File: src/rtl/dmem_pkg.sv
// Shared definitions for the RV32 load/store data memory: width codes,
// FSM state encoding and the store byte-enable helper.
package dmem_pkg;

  localparam logic [2:0] F3_B  = 3'b000;
  localparam logic [2:0] F3_H  = 3'b001;
  localparam logic [2:0] F3_W  = 3'b010;
  localparam logic [2:0] F3_BU = 3'b100;
  localparam logic [2:0] F3_HU = 3'b101;

  typedef enum logic {
    IDLE = 1'b0,
    RESP = 1'b1
  } state_t;

  // Lane enables for a store; unknown width codes enable nothing.
  function automatic logic [3:0] byte_en(input logic [2:0] funct3,
                                         input logic [1:0] off);
    case (funct3)
      F3_B:    byte_en = 4'b0001 << off;
      F3_H:    byte_en = 4'b0011 << off;
      F3_W:    byte_en = 4'b1111;
      default: byte_en = 4'b0000;
    endcase
  endfunction

endpackage

File: src/rtl/dmem_bank.sv
// DEPTH_WORDS x 32 storage in four byte lanes: synchronous byte-enabled write,
// combinational read. Contents are not reset.
module dmem_bank #(
  parameter int DEPTH_WORDS = 64,
  parameter int IDX_W       = $clog2(DEPTH_WORDS)
) (
  input  logic             clk,
  input  logic             we,
  input  logic [3:0]       be,
  input  logic [IDX_W-1:0] widx,
  input  logic [31:0]      wdata,
  input  logic [IDX_W-1:0] ridx,
  output logic [31:0]      rdata
);

  logic [31:0] mem [DEPTH_WORDS];

  always_ff @(posedge clk) begin
    if (we) begin
      for (int l = 0; l < 4; l++) begin
        if (be[l]) mem[widx][l*8 +: 8] <= wdata[l*8 +: 8];
      end
    end
  end

  assign rdata = mem[ridx];

endmodule

File: src/rtl/dmem_lsu.sv
// Data memory with integrated RV32 load/store formatting, one transaction
// outstanding, single request/response handshake port.
//
//   state | meaning
//   IDLE  | no response pending; request port open
//   RESP  | response held on rsp_*; a new request is taken only with rsp_ready
module dmem_lsu
  import dmem_pkg::*;
#(
  parameter int DEPTH_WORDS = 64,
  parameter int ADDR_W      = 32
) (
  input  logic              clk,
  input  logic              rst,
  input  logic              req_valid,
  output logic              req_ready,
  input  logic              req_we,
  input  logic [2:0]        req_funct3,
  input  logic [ADDR_W-1:0] req_addr,
  input  logic [31:0]       req_wdata,
  output logic              rsp_valid,
  input  logic              rsp_ready,
  output logic [31:0]       rsp_rdata,
  output logic              rsp_err
);

  localparam int IDX_W = $clog2(DEPTH_WORDS);

  state_t           state_q, state_d;
  logic             accept;
  logic             misaligned, illegal, out_of_range, err;
  logic [1:0]       off;
  logic [IDX_W-1:0] idx;
  logic [31:0]      rd_word, wr_data, load_ext;
  logic [7:0]       byte_sel;
  logic [15:0]      half_sel;
  logic             mem_we;

  assign off = req_addr[1:0];
  assign idx = req_addr[2 +: IDX_W];

  // A request coinciding with reset is never accepted, so it cannot write.
  assign req_ready = ~rst & ((state_q == IDLE) | rsp_ready);
  assign accept    = req_valid & req_ready;
  assign rsp_valid = (state_q == RESP);

  always_comb begin
    misaligned = 1'b0;
    illegal    = 1'b0;
    case (req_funct3)
      F3_B, F3_BU: misaligned = 1'b0;
      F3_H, F3_HU: misaligned = req_addr[0];
      F3_W:        misaligned = |req_addr[1:0];
      default:     illegal    = 1'b1;
    endcase
  end

  // Any address bit above the word index is an error; no aliasing.
  assign out_of_range = (req_addr >> (IDX_W + 2)) != '0;
  assign err          = misaligned | illegal | out_of_range;

  always_comb begin
    wr_data = req_wdata;
    case (req_funct3)
      F3_B:    wr_data = {4{req_wdata[7:0]}};
      F3_H:    wr_data = {2{req_wdata[15:0]}};
      default: wr_data = req_wdata;
    endcase
  end

  assign mem_we = accept & req_we & ~err;

  dmem_bank #(
    .DEPTH_WORDS(DEPTH_WORDS),
    .IDX_W      (IDX_W)
  ) u_bank (
    .clk  (clk),
    .we   (mem_we),
    .be   (byte_en(req_funct3, off)),
    .widx (idx),
    .wdata(wr_data),
    .ridx (idx),
    .rdata(rd_word)
  );

  always_comb begin
    case (off)
      2'd0:    byte_sel = rd_word[7:0];
      2'd1:    byte_sel = rd_word[15:8];
      2'd2:    byte_sel = rd_word[23:16];
      default: byte_sel = rd_word[31:24];
    endcase
    half_sel = off[1] ? rd_word[31:16] : rd_word[15:0];
    case (req_funct3)
      F3_B:    load_ext = {{24{byte_sel[7]}}, byte_sel};
      F3_BU:   load_ext = {24'd0, byte_sel};
      F3_H:    load_ext = {{16{half_sel[15]}}, half_sel};
      F3_HU:   load_ext = {16'd0, half_sel};
      F3_W:    load_ext = rd_word;
      default: load_ext = '0;
    endcase
  end

  always_comb begin
    state_d = state_q;
    case (state_q)
      IDLE: if (accept) state_d = RESP;
      RESP: if (rsp_ready) state_d = accept ? RESP : IDLE;
      default: state_d = IDLE;
    endcase
  end

  always_ff @(posedge clk) begin
    if (rst) begin
      state_q   <= IDLE;
      rsp_rdata <= '0;
      rsp_err   <= 1'b0;
    end else begin
      state_q <= state_d;
      if (accept) begin
        rsp_err   <= err;
        rsp_rdata <= (req_we | err) ? 32'd0 : load_ext;
      end
    end
  end

endmodule

File: config.mk
export PLATFORM = sky130hd
export DESIGN_NAME = dmem_lsu
export DESIGN_NICKNAME = d
export VERILOG_FILES = /design/src/rtl/dmem_pkg.sv /design/src/rtl/dmem_bank.sv /design/src/rtl/dmem_lsu.sv
export SDC_FILE = /design/constraint.sdc
export NUM_CORES = 2
export LEC_CHECK = 0
export CORE_MARGIN = 4
export CORE_UTILIZATION = 45
export CTS_CLUSTER_DIAMETER = 120
export CTS_CLUSTER_SIZE = 24
export DETAILED_ROUTE_END_ITERATION = 6
export GPL_TIMING_DRIVEN = 1
export SLEW_MARGIN = 20
export SYNTH_ARGS = -nofsm -noshare
export SYNTH_HDL_FRONTEND = slang
export SYNTH_SLANG_ARGS = --single-unit
File: constraint.sdc
create_clock -name clk -period 4.25 [get_ports clk]
set_input_delay 0.6375 -clock clk [delete_from_list [all_inputs] [get_ports clk]]
set_output_delay 0.6375 -clock clk [all_outputs]
set_load 0.02 [all_outputs]
==> run_results.csv <==
group,metric,value,unit
clock_network,ctsHoldBuffers,0,
synthesis,netlist_instances,4727,
floorplanning,dieArea,0.188,mm²
grt,antenna_found_initial,9,
clock_network,cts-resized-gates,0,
worst_setup_path,reg2reg_to,"rsp_rdata[1]",
worst_setup_path,arrival,4.54,ns
hold_path,min_from,"req_wdata[5]",
sta,finalMaxSlewViolations,0,
sta,finalClockSkew,0.0366,ns
worst_setup_path,startpoint_type,"input pin",
worst_setup_path,timing.rr.start,"u_bank.mem[15][1]",
synthesis,synth.net_count,4799,
synthesis,yosysUniqueCellTypes,81,
grt,grt_pass1_vias,47900,
sta,tns,0,ns
synthesis,synthFlopType,"edfxtp_1",
floorplanning,die_x,434,µm
cells_and_area,synthToLayoutAreaGrowth,13.0,%
place,place_inst,7435,
sta,rsz0062_at_grt,"false",
floorplanning,rows,155,
clock_network,clockRootBuffer,"clkbuf_16",
synthesis,post_synth_instance_area,0.0815,mm²
cells_and_area,fin_util,51.3,%
hold_path,min_path_type,"input pin to register",
clock_network,numCtsBuffers,96,
sta,relSlewSlack,27.5,%
worst_setup_path,cp_max_fo,34,
synthesis,yosysWarnings,0,
run_status,status,"finished, final reports clean",
worst_setup_path,critPathCaptureType,"register",
pwr,p_per_area,391,mW/mm²
sta,finalCritPeriodShare,91.8,%
worst_setup_path,worst_r2r_path_depth,11,
synthesis,ys_seq_area_share,76.3,%
synthesis,synth-seq-cells,2082,
sta,finalCriticalPeriod,3.90,ns
drt,vias_per_cell,6.65,
sta,worstMarginPinSlew,1.09,ns
grt,grt_max_degree,65,
clock_network,clkSlewWorstSetupHoldPaths,0.10,ns
clock_network,numClockSinks,2082,
drt,totalWireLength,279000,µm
floorplanning,coreArea,0.179,mm²
cells_and_area,final_cells,7565,
floorplanning,io_pins,107,
floorplanning,die_h,434,µm
grt,grt_pass1_wl,384000,µm
clock_network,post_cts_buffers,0,
worst_setup_path,cp.required,4.88,ns
synthesis,async_flop_share,0,%
clock_network,clockBufferDepth,3,
cells_and_area,nFillCells,14500,
cells_and_area,nNetsFinal,5251,
synthesis,postSynthAreaPerCell,17.2,µm²
pwr,power,36000,µW
synthesis,synth-edff-count,2048,
hold_path,hold_depth,1,
clock_network,cts_tree,"done",
cells_and_area,layout-drive-gt1-share,20.0,%
pwr,power_leakage,0.0287,µW
sta,fmax,256,MHz
drt,drt_iter0_markers,7857,
drt,ant_nets,0,
sta,setup_ws,0.348,ns
pwr,irDropWorstVdd,0.387,mV
sta,hold_viol_final,0,
place,dp_hpwl,182000,µm
sta,setup_viol,0,
grt,grt_use_total,29.2,%
grt,overflow,0,
drt,drtPass1Iterations,6,
floorplanning,start_util,45.4,%
worst_setup_path,reg2reg_slack,0.71,ns
place,place_congestion,0.924,
hold_path,hold_path_end,"u_bank.mem[16][5]",
place,io_buffers,106,
clock_network,clock_latency,0.78,ns
clock_network,cts.htree.levels,3,
drt,via_count,50300,
drt,post-route-drc-count,0,
place,dp_slack,-0.406,ns
worst_setup_path,worstSetupPathType,"input pin to register",
drt,wl_per_cell,36.9,µm
flow_run,max_cap_viol_count,0,
## cell families after synthesis
kind of cell	synth area share (%)
buffers and inverters	2.29
flip-flops	76.3
AO/OA/AOI/OAI	10.1
AND/OR/NAND/NOR	5.20
multiplexers	6.10
## cells in the final DEF (no fill, tap or decap), drive strengths merged, types with 19 or more instances in the layout
cell type and n:
edfxtp 2048, buf 622, nor2 332, a22oi 300, a221oi 245, nand2 163, mux2 140, mux2i 137
clkbuf 117, a21oi 97, clkdlybuf4s50 95, mux4 90, o21ai 75, o22ai 65, a22o 53, a31oi 52
nand3 50, nand3b 36, a221o 36, dfxtp 34, nand4 29, nor4 23, a211oi 22, or3b 21
and4 21, a222oi 20, nor3 19
## worst max-delay path by stage
stage,start,end,cells after the start
6_report,req_addr[4],rsp_rdata[26],13
5_1_grt,req_addr[4],rsp_rdata[18],13
4_1_cts,req_addr[4],rsp_rdata[26],13
3_5_place_dp,req_addr[4],rsp_rdata[26],13
3_3_place_gp,req_addr[4],rsp_rdata[17],14
2_1_floorplan,req_funct3[1],u_bank.mem[0][24],5
## cell usage after synthesis, types with 12 or more instances
| library cell | number | area [µm²] |
|---|---|---|
| nand3b_1 | 36 | 270 |
| o21ai_0 | 72 | 360 |
| clkbuf_1 | 139 | 522 |
| nand4_1 | 29 | 181 |
| a2111oi_0 | 12 | 105 |
| and4_1 | 21 | 184 |
| a221oi_1 | 244 | 2140 |
| nand2_1 | 163 | 612 |
| or3b_2 | 21 | 184 |
| nand3_1 | 50 | 250 |
| nor2_1 | 332 | 1250 |
| a222oi_1 | 20 | 200 |
| buf_1 | 24 | 90.1 |
| nor4bb_1 | 16 | 160 |
| nor3_1 | 17 | 85.1 |
| nor4_1 | 23 | 144 |
| a211oi_1 | 22 | 165 |
| buf_2 | 145 | 726 |
| a22oi_1 | 300 | 2250 |
| mux2i_1 | 137 | 1370 |
| and4b_1 | 18 | 180 |
| buf_6 | 14 | 158 |
| dfxtp_1 | 34 | 681 |
| o22ai_1 | 65 | 407 |
| edfxtp_1 | 2048 | 61500 |
| nand2b_1 | 18 | 113 |
| a22o_1 | 53 | 464 |
| a21oi_1 | 97 | 485 |
| mux2_2 | 140 | 1580 |
| a31oi_1 | 52 | 325 |
| buf_4 | 38 | 285 |
| mux4_2 | 90 | 2030 |
| a221o_1 | 36 | 360 |
## power by group
| part | leakage (µW) | total, µW | internal [µW] | switching, µW |
|---|---|---|---|---|
| logic | 0.00874 | 2890 | 882 | 2010 |
| clock network | 0.00127 | 10500 | 4260 | 6210 |
| registers | 0.0187 | 22600 | 22600 | 0.676 |
| total | 0.0287 | 36000 | 27800 | 8220 |
## metrics by stage
step	hold WS, ns	cell area (µm²)
floorplan	0.548	81500
global route	0.376	92100
detailed placement	0.464	89400
finish	0.437	92100
CTS	0.354	92100
global placement	0.468	89400
## worst max-delay path: stages
cell       delay, ns
buf_8           0.30
buf_12          0.29
buf_4           0.25
mux2_2          0.37
a222oi_1        0.36
a21boi_0        0.72
o22ai_1         0.31
nor4_1          0.50
buf_4           0.21
a2111oi_4       0.05
buf_12          0.17
a221oi_1        0.23
a221oi_1        0.12
## sequential cells by signal, indices dropped and copies added (netlist names)
signal / count
rsp_err: 1
rsp_rdata: 32
rsp_valid: 1
u_bank.mem: 2048
## cell type report
class / instances / area, µm² / share of cell area, %
Sequential cell: 2082 / 62200 / 67.5
Multi-Input combinational cell: 2276 / 17800 / 19.3
Timing Repair Buffer: 717 / 6510 / 7.07
Tap cell: 2355 / 2950 / 3.20
Clock buffer: 117 / 2540 / 2.76
Clock inverter: 5 / 82.6 / 0.0897
Inverter: 6 / 28.8 / 0.0312
Antenna cell: 7 / 17.5 / 0.0190
## per-layer routing
layer	up-vias	share of wire, %	track usage [%]
met5	-	0.0043	0
met4	2	6.5	15.6
met3	655	11	7.66
met2	3369	44	43.8
met1	26000	38	39.3
li1	20300	-	-
(Power assumes the default switching activity.)
